===== src/rtl/defines.sv =====
// Global width defines shared by the MAC datapath blocks.
`ifndef MAC_DEFINES_SV
`define MAC_DEFINES_SV
`define DATA_WIDTH_OUT 16
`endif


===== src/rtl/mac_pkg.sv =====
// Shared types for the MAC result collector: FSM state encoding and sizing helpers.
package mac_pkg;

    typedef enum logic [1:0] {
        IDLE  = 2'd0,
        ACCUM = 2'd1,
        STALL = 2'd2
    } mac_state_e;

    // Counter width that stays legal for a single-sample frame.
    function automatic int cnt_width(input int frame_len);
        return (frame_len > 1) ? $clog2(frame_len) : 1;
    endfunction

endpackage


===== src/rtl/mac_result_fifo.sv =====
// Two-entry result FIFO holding packed {sum, ovf} frame results in arrival order.
module mac_result_fifo #(
    parameter int WIDTH = 21
) (
    input  logic             clk,
    input  logic             rst_n,
    input  logic             push,
    input  logic [WIDTH-1:0] push_data,
    input  logic             pop,
    output logic [WIDTH-1:0] head_data,
    output logic             full,
    output logic             empty,
    output logic [1:0]       count
);

    logic [WIDTH-1:0] mem [2];
    logic             wr_ptr;
    logic             rd_ptr;
    logic [1:0]       count_q;
    logic             do_push;
    logic             do_pop;

    assign full      = (count_q == 2'd2);
    assign empty     = (count_q == 2'd0);
    assign count     = count_q;
    assign head_data = mem[rd_ptr];
    assign do_push   = push && !full;
    assign do_pop    = pop && !empty;

    always_ff @(posedge clk) begin
        if (!rst_n) begin
            // NOTE: the storage is reset too, because the head entry is visible on out_sum and must read 0 after reset.
            mem[0]  <= '0;
            mem[1]  <= '0;
            wr_ptr  <= 1'b0;
            rd_ptr  <= 1'b0;
            count_q <= 2'd0;
        end else begin
            if (do_push) begin
                mem[wr_ptr] <= push_data;
                wr_ptr      <= !wr_ptr;
            end
            if (do_pop) begin
                rd_ptr <= !rd_ptr;
            end
            count_q <= count_q + 2'(do_push) - 2'(do_pop);
        end
    end

endmodule


===== src/rtl/mac_accum_collector.sv =====
// Sums FRAME_LEN MAC results per frame into a 2-entry result FIFO.
// Optional clamp-on-overflow behaviour is enabled by defining MAC_ACCUM_SATURATE_EN.
`ifndef DATA_WIDTH_OUT
`include "defines.sv"
`endif

module mac_accum_collector
    import mac_pkg::*;
#(
    parameter int FRAME_LEN = 4,
    parameter int ACC_WIDTH = `DATA_WIDTH_OUT + 4
) (
    input  logic                       clk,
    input  logic                       rst_n,
    input  logic                       in_valid,
    input  logic [`DATA_WIDTH_OUT-1:0] in_data,
    output logic                       in_ready,
    input  logic                       flush,
    output logic                       out_valid,
    output logic [ACC_WIDTH-1:0]       out_sum,
    output logic                       out_ovf,
    input  logic                       out_ready,
    output logic                       busy
);

    localparam int CNT_W = cnt_width(FRAME_LEN);
    localparam logic [CNT_W-1:0] CNT_LAST = CNT_W'(FRAME_LEN - 1);

    typedef struct packed {
        logic [ACC_WIDTH-1:0] sum;
        logic                 ovf;
    } entry_t;

    logic [ACC_WIDTH-1:0] acc_q, acc_next, sum;
    logic [CNT_W-1:0]     cnt_q, cnt_next;
    logic                 sum_ovf;
    mac_state_e           state_q, state_next;
    logic                 accept, last, push, pop;
    logic                 fifo_full, fifo_empty;
    logic [1:0]           fifo_count, count_next;
    entry_t               push_entry, head_entry;

    assign accept    = in_valid && in_ready;
    assign last      = (cnt_q == CNT_LAST);
    assign push      = accept && last;
    assign pop       = out_valid && out_ready;
    assign in_ready  = !fifo_full && !flush;
    assign out_valid = !fifo_empty;
    assign out_sum   = head_entry.sum;
    assign out_ovf   = head_entry.ovf;
    assign busy      = (state_q != IDLE);

`ifdef MAC_ACCUM_SATURATE_EN
    logic                 ovf_q;
    logic [ACC_WIDTH:0]   sum_wide;

    assign sum_wide = {1'b0, acc_q} + (ACC_WIDTH + 1)'(in_data);
    assign sum_ovf  = ovf_q || sum_wide[ACC_WIDTH];
    assign sum      = sum_ovf ? '1 : sum_wide[ACC_WIDTH-1:0];

    // Sticky per-frame flag; the clamped accumulator alone cannot tell saturation from an exact all-ones sum.
    always_ff @(posedge clk) begin
        if (!rst_n || flush || push) begin
            ovf_q <= 1'b0;
        end else if (accept) begin
            ovf_q <= sum_ovf;
        end
    end
`else
    assign sum_ovf = 1'b0;
    assign sum     = acc_q + ACC_WIDTH'(in_data);
`endif

    assign push_entry = '{sum: sum, ovf: sum_ovf};

    always_comb begin
        // NOTE: every output of this block gets a default first so no path leaves a latch behind.
        acc_next   = acc_q;
        cnt_next   = cnt_q;
        state_next = IDLE;
        if (flush) begin
            acc_next = '0;
            cnt_next = '0;
        end else if (accept) begin
            if (last) begin
                acc_next = '0;
                cnt_next = '0;
            end else begin
                acc_next = sum;
                cnt_next = cnt_q + 1'b1;
            end
        end
        count_next = fifo_count + 2'(push) - 2'(pop);
        if (count_next == 2'd2) begin
            state_next = STALL;
        end else if (cnt_next != '0) begin
            state_next = ACCUM;
        end
    end

    always_ff @(posedge clk) begin
        if (!rst_n) begin
            acc_q   <= '0;
            cnt_q   <= '0;
            state_q <= IDLE;
        end else begin
            // NOTE: non-blocking assignments so every register samples the pre-edge values together.
            acc_q   <= acc_next;
            cnt_q   <= cnt_next;
            state_q <= state_next;
        end
    end

    mac_result_fifo #(
        .WIDTH($bits(entry_t))
    ) u_fifo (
        .clk       (clk),
        .rst_n     (rst_n),
        .push      (push),
        .push_data (push_entry),
        .pop       (pop),
        .head_data (head_entry),
        .full      (fifo_full),
        .empty     (fifo_empty),
        .count     (fifo_count)
    );

endmodule


===== config.mk =====
export PLATFORM = sky130hd
export DESIGN_NAME = mac_accum_collector
export DESIGN_NICKNAME = d
export VERILOG_FILES = /design/src/rtl/mac_pkg.sv /design/src/rtl/mac_result_fifo.sv /design/src/rtl/mac_accum_collector.sv
export VERILOG_INCLUDE_DIRS = /design/src /design/src/rtl
export SDC_FILE = /design/constraint.sdc
export NUM_CORES = 1
export LEC_CHECK = 0
export BUFFER_PORTS_ARGS = -buffer_cell sky130_fd_sc_hd__buf_2
export CAP_MARGIN = 15
export CORE_MARGIN = 2
export CORE_UTILIZATION = 52
export DETAILED_ROUTE_END_ITERATION = 10
export MAX_ROUTING_LAYER = met4
export PLACE_DENSITY = 0.75
export RECOVER_POWER = 100
export SYNTH_ARGS = -nofsm -noshare
export SYNTH_HDL_FRONTEND = slang
export SYNTH_SLANG_ARGS = --single-unit

===== constraint.sdc =====
create_clock -name clk -period 3 [get_ports clk]
set_clock_uncertainty 0.05 [all_clocks]
set_input_delay 0.45 -clock clk [delete_from_list [all_inputs] [get_ports clk]]
set_output_delay 0.45 -clock clk [all_outputs]
set_load 0.05 [all_outputs]

==> results.cfg <==
[run_status]
status = finished, final reports clean

[final_layout]
drive_gt1_frac = 0.2039
diodes = 0
layoutNonFillerInstCount = 508
fillers = 584
final_nets = 450
area_growth_pct = 13.72

[cts]
clk_latency_ns = 0.34
cts.repair.resized = 0
postCtsSetupRepairBufs = 0
ctsLongestPathBuffers = 2
cts_tree = done
clk_pin_slew_ns = 0.07
numCtsBuffers = 9
postCtsHoldBufs = 0
clkSinkCount = 69
cts_root_buffer = clkbuf_8
cts_htree_levels = 3

[pwr]
power_mw = 2.446
internal_power_mw = 1.755
power_frac_comb = 0.184
switching_share = 0.2823
pwr_density_cell_mw_per_mm2 = 586.5
p_clk_frac = 0.386
ir_drop_v = 0.0003969
p_leak_nw = 1.665
p_sw_mw = 0.6905
pwr-share-seq = 0.429

[floorplanning]
die_area_mm2 = 0.007740
io_pins = 45
die_h_um = 87.98
die_width_um = 87.98
num_rows = 30
initial_core_util = 0.5398
core_mm2 = 0.006794

[critical_path]
crit_chain = clkbuf_1 -> mux2_2 -> clkbuf_2
start_kind = register
slowest_delay_ns = 0.87
critical_path_class = register to output port
required_ns = 2.50
critPathSlowestCell = clkbuf_1
cp_top_family = buffers and inverters
crit_cells = 3
r2r_cells = 10
cp_max_fo = 20
arrival_ns = 2.21
cp_num_buf_inv = 2
cp-end-kind = output port

[global_route]
grtUsageMet3 = 0.03110
grt_pass1_wl_um = 11810
use_met2 = 0.3313
grt_max_degree = 21
busiest_layer = met2
grt_pass1_vias = 2522
antenna_found_initial = 0
use_met1 = 0.2663
grt_usage = 0.2061
gr-total-overflow = 0

[route]
vias_per_cell = 5.262
first_pass_iters = 4
ant_nets = 0
wire_per_inst_um = 14.30
drtIter0Drc = 138
wirelength_um = 7264
num_vias = 2673
drc = 0

[timing]
slew_headroom = 0.2029
setup_violations = 0
fin_crit_sh = 0.9026
setup-tns-final_ns = 0
drv_slew = 0
max_clock_freq_ghz = 0.3693
rsz0062_at_grt = false
hold_violations = 0
worst_pin_slew_ns = 1.196
finalCriticalPeriod_ns = 2.708

[logic_synthesis]
netlist_area_mm2 = 0.003667
synth-edff-count = 40
syn_avg_cell_area_um2 = 10.07
synthDistinctLibCells = 50
syn-num-nets = 407
ys_ff_latch = 69
synth-main-ff-cell = edfxtp_1
synthArstFlopShare = 0
synth_cells = 364
synth_seq_area_share = 0.4858
yosysWarnings = 0

[placed_design]
dp_cells = 492
routabilityCongestion = 0.9008
io_buffers = 43
hpwl_um = 5119

[flow_run]
cap_violations = 0

[worst_hold_path]
hold_depth = 2
hold_path_class = input pin to register
==> power groups by stage <==
stage          registers, mW  logic (mW)  clock network (mW)
2_1_floorplan           1.07       0.373                   0
3_3_place_gp            1.07       0.457                   0
5_1_grt                 1.05       0.489               0.997
6_report                1.05       0.451               0.945
3_5_place_dp            1.07       0.461                   0
4_1_cts                 1.05       0.463               0.954
==> layout make-up <==
type	count	area [um^2]	area share
sequential	69	1782	0.4272
multi-input combinational	268	1745	0.4185
timing repair buffer	48	232.7	0.05581
clock buffer	11	141.4	0.03390
tap	96	120.1	0.02880
clock inverter	5	107.6	0.02580
inverter	11	41.29	0.009901
==> cells in the final DEF, fill, tap and decap left out, types with 16 or more instances in the layout <==
cell type | Yosys | routed
nor2_1 | 69 | 69
edfxtp_1 | 40 | 40
dfxtp_1 | 29 | 29
a21oi_1 | 26 | 28
nand2_1 | 24 | 24
buf_2 | 6 | 22
ha_1 | 21 | 21
mux2_2 | 20 | 20
clkbuf_2 | 0 | 20
o21ai_0 | 16 | 16
==> registers in the layout, indices dropped and copies added, names as in the netlist, named ones only <==
register,cells
u_fifo.count,2
cnt_q,2
u_fifo.rd_ptr,1
state_q,2
acc_q,20
u_fifo.mem,40
u_fifo.wr_ptr,1
==> worst paths after layout <==
| check | start | to | slack (ns) |
|---|---|---|---|
| setup / recovery | register | out_sum[19] | 0.29 |
| hold / removal | rst_n | register | 0.40 |
| setup reg to reg | acc_q[0] | u_fifo.mem[0][18] | 0.35 |
| hold reg to reg | acc_q[15] | acc_q[15] | 0.42 |
==> metal layers <==
layer | vias up | wire, um
li1 | 1345 | -
met1 | 1261 | 3464
met2 | 57 | 3431
met5 | - | 0
met4 | 0 | 87
met3 | 10 | 281
==> Yosys cell counts, types with 2 or more instances <==
cell      instances  area share
ha_1             21       0.072
and3_1            2      0.0034
nand2b_1          4      0.0068
a31oi_1           2      0.0034
nor2_1           69       0.071
nor2b_1           3      0.0051
nand3_1           6      0.0082
o21ai_0          16       0.022
nand2_1          24       0.025
xor2_1           11       0.026
or2_2             3      0.0051
a211oi_1          2      0.0041
and2_1            8       0.014
a21oi_1          26       0.035
mux2_2           20       0.061
dfxtp_1          29        0.16
o21a_1            4      0.0082
clkbuf_1          9      0.0092
inv_1            11       0.011
or3_1             2      0.0034
a21oi_2           2      0.0048
buf_2             6      0.0082
xnor2_1          13       0.031
o211ai_1          2      0.0041
nor3_1            5      0.0068
edfxtp_1         40        0.33
==> stage by stage <==
stage / hold slack, ns / util / setup WS (ns) / instance area (um^2)
floorplan: 0.3791 / - / 0.2448 / 3675
global placement: 0.3911 / 0.5853 / 0.2854 / 3976
global route: 0.4096 / 0.6138 / 0.1380 / 4170
detailed placement: 0.4040 / 0.5853 / 0.2366 / 3976
finish: 0.3995 / 0.6138 / 0.2922 / 4170
CTS: 0.3983 / 0.6219 / 0.4559 / 4225
==> cells by family after synthesis <==
family                     Yosys count  share of synthesized area
and+or+nand+nor                    133                     0.1617
DFF                                 69                     0.4858
AOI/OAI and AO/OA                   67                     0.1221
buffers and inverters               27                    0.03071
xor gates and xnor gates            24                    0.05732
adders and majority gates           22                    0.07711
muxes                               21                    0.06414
other                                1                   0.001023
Power figures use the tool's default switching activity.
